## config.mk

```make
export PLATFORM = sky130hd
export DESIGN_NAME = rd_burst_planner
export DESIGN_NICKNAME = d
export VERILOG_FILES = /design/src/rtl/rd_burst_pkg.sv /design/src/rtl/rd_burst_planner_splitter.sv /design/src/rtl/rd_burst_planner.sv
export SDC_FILE = /design/constraint.sdc
export NUM_CORES = 1
export LEC_CHECK = 0
export BUFFER_PORTS_ARGS = -buffer_cell sky130_fd_sc_hd__buf_2
export CAP_MARGIN = 20
export CORE_ASPECT_RATIO = 0.9
export CORE_MARGIN = 1
export CORE_UTILIZATION = 50
export CTS_CLUSTER_SIZE = 14
export DETAILED_ROUTE_END_ITERATION = 12
export PLACE_DENSITY_LB_ADDON = 0.2
export SYNTH_ARGS = -nofsm -noshare
export SYNTH_HDL_FRONTEND = slang
export SYNTH_SLANG_ARGS = --single-unit
```

## constraint.sdc

```tcl
create_clock -name axi_aclk -period 7.44 [get_ports axi_aclk]
set_input_delay 1.116 -clock axi_aclk [delete_from_list [all_inputs] [get_ports axi_aclk]]
set_output_delay 1.116 -clock axi_aclk [all_outputs]
set_load 0.005 [all_outputs]
```

## src/rtl/rd_burst_pkg.sv

```systemverilog
// Shared types and helpers for the read-side burst planner.
package rd_burst_pkg;

    // Planner FSM states.
    typedef enum logic [2:0] {
        IDLE,
        CALC,
        WAIT_SPACE,
        REQ,
        WAIT_DONE,
        FRAME_END
    } state_t;

    // Bytes per beat at the default 256-bit AXI data width.
    localparam int AXI_DSIZE_DEF = 256;
    localparam int BB            = AXI_DSIZE_DEF / 8;

    // Beats needed to carry one line: ceil(hactive*dsize / axi_dsize),
    // formed with a 32-bit intermediate so wide lines cannot overflow.
    function automatic logic [15:0] ceil_beats(input logic [15:0] hactive,
                                               input int          dsize,
                                               input int          axi_dsize);
        logic [31:0] bits;
        bits = 32'(hactive) * 32'(dsize) + 32'(axi_dsize - 1);
        return 16'(bits >> $clog2(axi_dsize));
    endfunction

endpackage

```

## src/rtl/rd_burst_planner_splitter.sv

```systemverilog
// Splits one line's beat count into bursts of at most BURST_LEN beats.
module burst_len_splitter
    import rd_burst_pkg::*;
#(
    parameter int LSIZE     = 9,
    parameter int BURST_LEN = 200
) (
    input  logic             axi_aclk,
    input  logic             axi_resetn,
    input  logic             load,
    input  logic [15:0]      line_beats_in,
    input  logic             step,
    output logic [LSIZE-1:0] cur_len,
    output logic             line_end
);

    logic [15:0] line_beats_q;
    logic [15:0] beats_left;

    // Current burst is the full size unless only a shorter tail remains.
    always_comb begin
        cur_len = LSIZE'(BURST_LEN);
        if (beats_left < 16'(BURST_LEN)) begin
            cur_len = LSIZE'(beats_left);
        end
    end

    // The current burst finishes the line when it covers every remaining beat.
    assign line_end = (beats_left <= 16'(BURST_LEN));

    // Track beats left in the line; reload the line length after the tail burst.
    always_ff @(posedge axi_aclk or negedge axi_resetn) begin
        if (!axi_resetn) begin
            line_beats_q <= '0;
            beats_left   <= '0;
        end else if (load) begin
            line_beats_q <= line_beats_in;
            beats_left   <= line_beats_in;
        end else if (step) begin
            if (line_end) begin
                beats_left <= line_beats_q;
            end else begin
                beats_left <= beats_left - 16'(cur_len);
            end
        end
    end

endmodule

```

## src/rtl/rd_burst_planner.sv

```systemverilog
// Read-side request planner: turns a frame start and the video geometry into
// a sequence of single-outstanding burst requests gated by stream-FIFO room.
module rd_burst_planner
    import rd_burst_pkg::*;
#(
    parameter int ASIZE       = 29,
    parameter int LSIZE       = 9,
    parameter int BURST_LEN   = 200,
    parameter int FULL_LEN    = 512,
    parameter int CSIZE       = 10,
    parameter int AXI_DSIZE   = 256,
    parameter int DSIZE       = 24,
    parameter int LINE_STRIDE = 8192
) (
    input  logic             axi_aclk,
    input  logic             axi_resetn,
    input  logic             enable,
    input  logic             fsync,
    input  logic [ASIZE-1:0] baseaddr,
    input  logic [15:0]      hactive,
    input  logic [15:0]      vactive,
    input  logic [CSIZE-1:0] fifo_count,
    output logic             req_valid,
    input  logic             req_ready,
    output logic [ASIZE-1:0] req_addr,
    output logic [LSIZE-1:0] req_len,
    input  logic             req_done,
    output logic             busy,
    output logic             frame_done
);

    localparam int BEAT_BYTES = AXI_DSIZE / 8;

    state_t             state;
    state_t             state_n;
    logic [15:0]        hact_q;
    logic [15:0]        vact_q;
    logic [15:0]        line_cnt;
    logic [ASIZE-1:0]   line_addr;
    logic [ASIZE-1:0]   addr;
    logic [ASIZE-1:0]   next_line_addr;
    logic [LSIZE-1:0]   cur_len;
    logic [15:0]        line_beats_c;
    logic               line_end;
    logic               line_last;
    logic               calc;
    logic               step;
    logic               issue;
    logic signed [31:0] space;
    logic               has_room;

    assign line_beats_c   = ceil_beats(hact_q, DSIZE, AXI_DSIZE);
    assign next_line_addr = line_addr + ASIZE'(LINE_STRIDE);
    assign line_last      = line_end && ((line_cnt + 16'd1) == vact_q);

    // Free FIFO space must strictly exceed the burst, keeping one beat spare.
    assign space    = $signed(32'(FULL_LEN)) - $signed(32'(fifo_count));
    assign has_room = (space > $signed(32'(cur_len)));

    assign busy       = (state != IDLE);
    assign frame_done = (state == FRAME_END);

    burst_len_splitter #(
        .LSIZE     (LSIZE),
        .BURST_LEN (BURST_LEN)
    ) u_splitter (
        .axi_aclk      (axi_aclk),
        .axi_resetn    (axi_resetn),
        .load          (calc),
        .line_beats_in (line_beats_c),
        .step          (step),
        .cur_len       (cur_len),
        .line_end      (line_end)
    );

    // State register.
    always_ff @(posedge axi_aclk or negedge axi_resetn) begin
        if (!axi_resetn) begin
            state <= IDLE;
        end else begin
            state <= state_n;
        end
    end

    // Next state and datapath strobes; a frame start overrides everything.
    always_comb begin
        state_n = state;
        calc    = 1'b0;
        step    = 1'b0;
        issue   = 1'b0;
        case (state)
            IDLE: state_n = IDLE;
            CALC: begin
                calc    = 1'b1;
                state_n = (hact_q == '0 || vact_q == '0) ? FRAME_END : WAIT_SPACE;
            end
            WAIT_SPACE: begin
                if (enable && has_room) begin
                    issue   = 1'b1;
                    state_n = REQ;
                end
            end
            REQ: begin
                if (req_ready) begin
                    state_n = WAIT_DONE;
                end
            end
            WAIT_DONE: begin
                if (req_done) begin
                    step    = 1'b1;
                    state_n = line_last ? FRAME_END : WAIT_SPACE;
                end
            end
            FRAME_END: state_n = IDLE;
            default:   state_n = IDLE;
        endcase
        if (fsync) begin
            state_n = CALC;
            calc    = 1'b0;
            step    = 1'b0;
            issue   = 1'b0;
        end
    end

    // Geometry latch plus line/burst address walk.
    always_ff @(posedge axi_aclk or negedge axi_resetn) begin
        if (!axi_resetn) begin
            hact_q    <= '0;
            vact_q    <= '0;
            line_cnt  <= '0;
            line_addr <= '0;
            addr      <= '0;
        end else if (fsync) begin
            hact_q    <= hactive;
            vact_q    <= vactive;
            line_cnt  <= '0;
            line_addr <= baseaddr;
            addr      <= baseaddr;
        end else if (step) begin
            if (line_end) begin
                line_cnt  <= line_cnt + 16'd1;
                line_addr <= next_line_addr;
                addr      <= next_line_addr;
            end else begin
                addr <= addr + ASIZE'(cur_len) * ASIZE'(BEAT_BYTES);
            end
        end
    end

    // Registered request outputs, held stable while waiting for req_ready.
    always_ff @(posedge axi_aclk or negedge axi_resetn) begin
        if (!axi_resetn) begin
            req_valid <= 1'b0;
            req_addr  <= '0;
            req_len   <= '0;
        end else begin
            req_valid <= (state_n == REQ);
            if (issue) begin
                req_addr <= addr;
                req_len  <= cur_len;
            end
        end
    end

endmodule

```

### Yosys cells after proc, flatten, opt, wreduce, memory -nomap -nowiden

Cells that the tools add are included.

| word-level totals | value |
|---|---|
| flip-flop bits (word level) | 180 |
| input port bits | 77 |
| output and inout port bits | 41 |
| logic and storage cells | 66 |

| operators by class | value |
|---|---|
| add/sub/neg operators | 6 |
| multiply operators | 1 |
| magnitude comparators | 3 |
| equality and inequality tests | 7 |
| mux-type cells | 28 |
| reduce and logical (&&, ||, !) cells | 10 |

Operators with widths:

| operator | number |
|---|---|
| $mux 29 | 6 |
| $mux 16 | 6 |
| $logic_not 16->1 | 2 |
| $add 29x14->29 | 1 |
| $add 29x14->29 const B | 1 |
| $add 21x8->22 const B | 1 |
| $mul 16x2->18 const B | 1 |
| $mux 3 | 6 |
| $add 16x1->16 const B | 1 |
| $eq 16x16->1 | 1 |
| $le 16x8->1 const B | 1 |
| $lt 16x8->1 const B | 1 |
| $sub 16x9->16 | 1 |
| $pmux 3 s4 | 1 |
| $gt 11x10->1 | 1 |
| $sub 10x10->11 const A | 1 |
| $eq 3x2->1 const B | 3 |
| $mux 9 | 1 |
| $mux 1 | 8 |
| $eq 3x3->1 const B | 2 |
| $reduce_bool 2->1 | 3 |
| $eq 3x1->1 const B | 1 |
| $reduce_bool 3->1 | 1 |
| $logic_and 1x1->1 | 2 |
| 2 further kinds | 2 |

### Depth between registers and ports, before layout

| logic depth | value |
|---|---|
| word-level depth | 8 |
| mapped depth | 16 |
| mapped depth without buffers | 15 |

### Cells and area by module

Synthesis repeated with hierarchy kept, for this count alone.

| second synthesis, totals | value |
|---|---|
| cells, all modules | 1235 |
| area, all modules | 11394.7 µm² |

Modules (own cells, without submodules):

| module | times used | cells an instance | area each (µm²) | seq. area each (µm²) |
|---|---|---|---|---|
| rd_burst_planner | 1 | 1008 | 9430.3 | 3703.6 |
| burst_len_splitter | 1 | 227 | 1964.4 | 800.8 |

### Worst setup path after synthesis

OpenSTA, ideal clock, no wires.

| timing | value |
|---|---|
| kind | register to register |
| start | register u_splitter.beats_left[4] |
| end | register addr[21] |
| library setup time | 110 ps |
| arrival time | 3838 ps |
| data required time | 7330 ps |
| setup slack | 3491 ps |
| stages on the path, launching flop included | 17 |
| path buffers | 1 |
| period minus slack after synthesis | 3949 ps |
| cell sequence | dfrtp_1 > clkbuf_1 > or3_1 > and3_1 > nor2_1 > and2_1 > ha_1 > inv_1 > fa_1 > nor2b_1 > o21ai_0 > a21oi_1 > o2111ai_1 > a31oi_1 > nand3_1 > nor3b_1 > o41ai_1 |

| on the way | value |
|---|---|
| longest elaborated chain between the ends | 6 |
| elaborated cells on any way between the ends | 7 |
| those cells by class | add/sub (1); order compare (2); mux (4) |

Ends and longest elaborated chain:

| element | line | source |
|---|---|---|
| start, declared | rd_burst_planner_splitter.sv:18 | `logic [15:0] beats_left;` |
| start signal, assigned | rd_burst_planner_splitter.sv:38 | `beats_left <= line_beats_in;` |
| start signal, assigned | rd_burst_planner_splitter.sv:41 | `beats_left <= line_beats_q;` |
| start signal, assigned | rd_burst_planner_splitter.sv:43 | `beats_left <= beats_left - 16'(cur_len);` |
| $lt 16x8->1 | rd_burst_planner_splitter.sv:23 | `if (beats_left < 16'(BURST_LEN)) begin` |
| $mux 9 | rd_burst_planner_splitter.sv:23 |  |
| net cur_len[0] | rd_burst_planner.sv:42 | `logic [LSIZE-1:0] cur_len;` |
| $add 29x14->29 | rd_burst_planner.sv:145 | `addr <= addr + ASIZE'(cur_len) * ASIZE'(BEAT_BYTES);` |
| $mux 29 | rd_burst_planner.sv:140 | `if (line_end) begin` |
| $mux 29 | rd_burst_planner.sv:139 | `end else if (step) begin` |
| $mux 29 | rd_burst_planner.sv:133 | `end else if (fsync) begin` |
| end signal, assigned | rd_burst_planner.sv:138 | `addr <= baseaddr;` |
| end signal, assigned | rd_burst_planner.sv:143 | `addr <= next_line_addr;` |
| end signal, assigned | rd_burst_planner.sv:145 |  |
| end, declared | rd_burst_planner.sv:40 | `logic [ASIZE-1:0] addr;` |

The timed path passes the listed nets, and every way through them passes these cells. The select of a mux whose other input is x is not followed.
A chain may end at the register's enable or synchronous reset.

### Final worst setup path

| timing | value |
|---|---|
| start | register u_splitter.beats_left[10] |
| end | register addr[21] |

The elaborated chain is that of the path after synthesis.

==> out/qor.yml <==
cts:
  cts_tree: "built"
  worstSkewPairLatency_ps: 440
  postCtsResizedCells: 0
  ctsRootBufferMaster: "clkbuf_16"
  cts_max_level: 4
  cts_inserted_buffers: 17
  ctsHoldBuffers: 0
  cts_setup_buffers: 0
  clockBufferDepth: 2
  cts.sink_count: 178
  cts.clk_slew.worst_paths_ps: 80
layout:
  fill_cells: 2030
  nNetsFinal: 1410
  multiInputGateArea_sq_um: 6130
  regArea_sq_um: 4450
  stdcell_count: 1590
  syn_to_final_growth_pct: 13.5
  diodes: 0
  layout-drive-gt1-share: 0.194
  utilization: 0.577
  final_cell_area_sq_um: 12500
global_route:
  grt_use_total: 0.249
  grt_pass1_vias: 8546
  gr-total-overflow: 0
  grt_pass1_wl_um: 44000
  grt_max_degree: 79
  antenna_found_initial: 0
sta:
  worst_pin_slew_ps: 937
  max_freq_ghz: 0.209
  hold_violations: 0
  skew_ps: 13.3
  relSlewSlack: 0.375
  setup_viol_count_final: 0
  period_share: 0.643
  rsz0062_at_grt: "no"
  finalMaxSlewViolations: 0
  setup_tns_ps: 0
  period_minus_slack_ps: 4780
route:
  ant_nets: 0
  routed_via_density: 5.75
  wl_per_cell_um: 17.0
  dr.pass1.iters: 5
  first_iter_violations: 647
  drt-total-wl_um: 27000
  via_count: 9141
  remaining_drc_errors: 0
synthesis:
  synth_top_area_share: 0.406
  ys.flop_type: "dfrtp_1"
  synth_area_sq_um: 11000
  synth_edf_count: 0
  yosys-top-cells-area: "dfrtp_1 (41%), mux2_2 (7.5%), ha_1 (5.1%)"
  syn_inst: 1190
  synth-seq-cells: 178
  yosysSeqAreaShare: 0.406
  avgSynthCellArea_sq_um: 9.22
  synth_top_area_cell: "dfrtp_1"
  yosysUniqueCellTypes: 73
  synthTopCellsByCount: "dfrtp_1 (178), nand2_1 (127), nor2_1 (96)"
  synthArstFlopShare: 1.00
  yosysWarnings: 0
  yosysMostFrequentCell: "dfrtp_1"
die:
  die_x_um: 158
  start_util: 0.509
  ioPinCount: 118
  design.die.area_sq_um: 22500
  core_region_area_sq_um: 21600
  die_h_um: 143
  rows: 51
placement:
  gp_congestion: 0.876
  place_hpwl_um: 19600
  dp.cells: 1558
  io_buffers: 117
  postPlaceCellArea_sq_um: 11800
worst_setup_path:
  critPathKind: "reg -> reg"
  path_max_fanout: 9
  cp-end-kind: "register"
  reg2reg_depth: 15
  cp-start-kind: "register"
  required_ps: 7760
  crit_arrival_ps: 5110
min_path:
  hold_path.class: "reg -> reg"
  whs_path_depth: 2
power:
  power_mw: 3.08
  ir_worst_vdd_mv: 0.147
  power_density_nw_per_um2: 247
  p_leak_nw: 5.58
run_status:
  status: "complete, no violations"
flow_run:
  maxCapViolations: 0
worst paths after layout:
check                                                            start  slack (ps)                                      to
worst max-delay path             u_splitter.beats_left[10]$_DFFE_PN0P_        2660                    addr[21]$_DFFE_PN0P_
worst min-delay path            u_splitter.line_beats_q[0]$_DFFE_PN0P_         480  u_splitter.line_beats_q[0]$_DFFE_PN0P_
worst max register to register   u_splitter.beats_left[10]$_DFFE_PN0P_        2660                    addr[21]$_DFFE_PN0P_
worst min register to register  u_splitter.line_beats_q[0]$_DFFE_PN0P_         480  u_splitter.line_beats_q[0]$_DFFE_PN0P_
max in group asynchronous                                   axi_resetn        5560                  req_len[0]$_DFFE_PN0P_
min in group asynchronous                                   axi_resetn         700                   vact_q[5]$_DFFE_PN0P_
sequential cells by signal (all words and copies together), names as in the netlist, 3 cells and up:
name and cells:
req_len 9, vact_q 16, req_addr 29, hact_q 16, line_addr 29, state 3, u_splitter.line_beats_q 14, u_splitter.beats_left 16
line_cnt 16, addr 29
cell families after synthesis:
| family | Yosys count | share of synthesized area |
|---|---|---|
| adders and majority gates | 48 | 0.0559 |
| AOI/OAI and AO/OA | 287 | 0.166 |
| other | 2 | 0.000684 |
| buffers and inverters | 102 | 0.0373 |
| muxes | 80 | 0.0813 |
| xor gates and xnor gates | 94 | 0.0750 |
| DFF | 178 | 0.406 |
| and+or+nand+nor | 399 | 0.178 |
routing by layer:
| metal | share of wire | GRT usage | vias up |
|---|---|---|---|
| li1 | - | - | 4465 |
| met1 | 0.48 | 0.352 | 4447 |
| met2 | 0.47 | 0.399 | 200 |
| met3 | 0.039 | 0.0402 | 29 |
| met4 | 0.013 | 0.0607 | 0 |
| met5 | 0 | 0 | - |
through the flow:
stage	setup slack (ps)	hold slack, ps
floorplan	3490	446
global placement	3050	461
detailed placement	2790	466
CTS	2700	480
global route	2260	504
finish	2660	477
critical path, stage by stage, from the launching register on:
cell and delay [ps]:
dfrtp_1 440, nor3_2 320, nand3_1 300, nor2_1 440, and2_1 270, ha_1 190
inv_1 50, fa_1 390, nor2b_1 200, o21ai_0 160, a21oi_1 360, o2111ai_1 210
a31oi_1 610, nand3_1 180, nor3b_1 180, o41ai_1 370
layout by cell type (no fill, tap or decap), types with 15 or more instances in the layout:
cell and instances:
dfrtp_1 178, nand2_1 127, buf_2 115, nor2_1 96, o21ai_0 94, mux2_2 73, a21oi_1 63, xnor2_1 55
inv_1 47, ha_1 45, xor2_1 39, nand3_1 34, nor3_1 26, clkbuf_16 17, nor4_1 16, or3_1 15
layout make-up:
cell class / count / share of cell area
Inverter: 48 / 0.0145
Timing Repair Buffer: 130 / 0.0572
Tap cell: 291 / 0.0292
Multi-Input combinational cell: 911 / 0.492
Clock inverter: 15 / 0.0151
Sequential cell: 178 / 0.358
Clock buffer: 17 / 0.0342
where the power goes:
part           total (mW)  switching, mW  internal (mW)
clock network       0.919          0.461          0.458
registers            1.26          0.149           1.11
logic               0.898          0.508          0.389
total                3.08           1.12           1.96
Note: power is estimated with default switching activity, not from simulation.
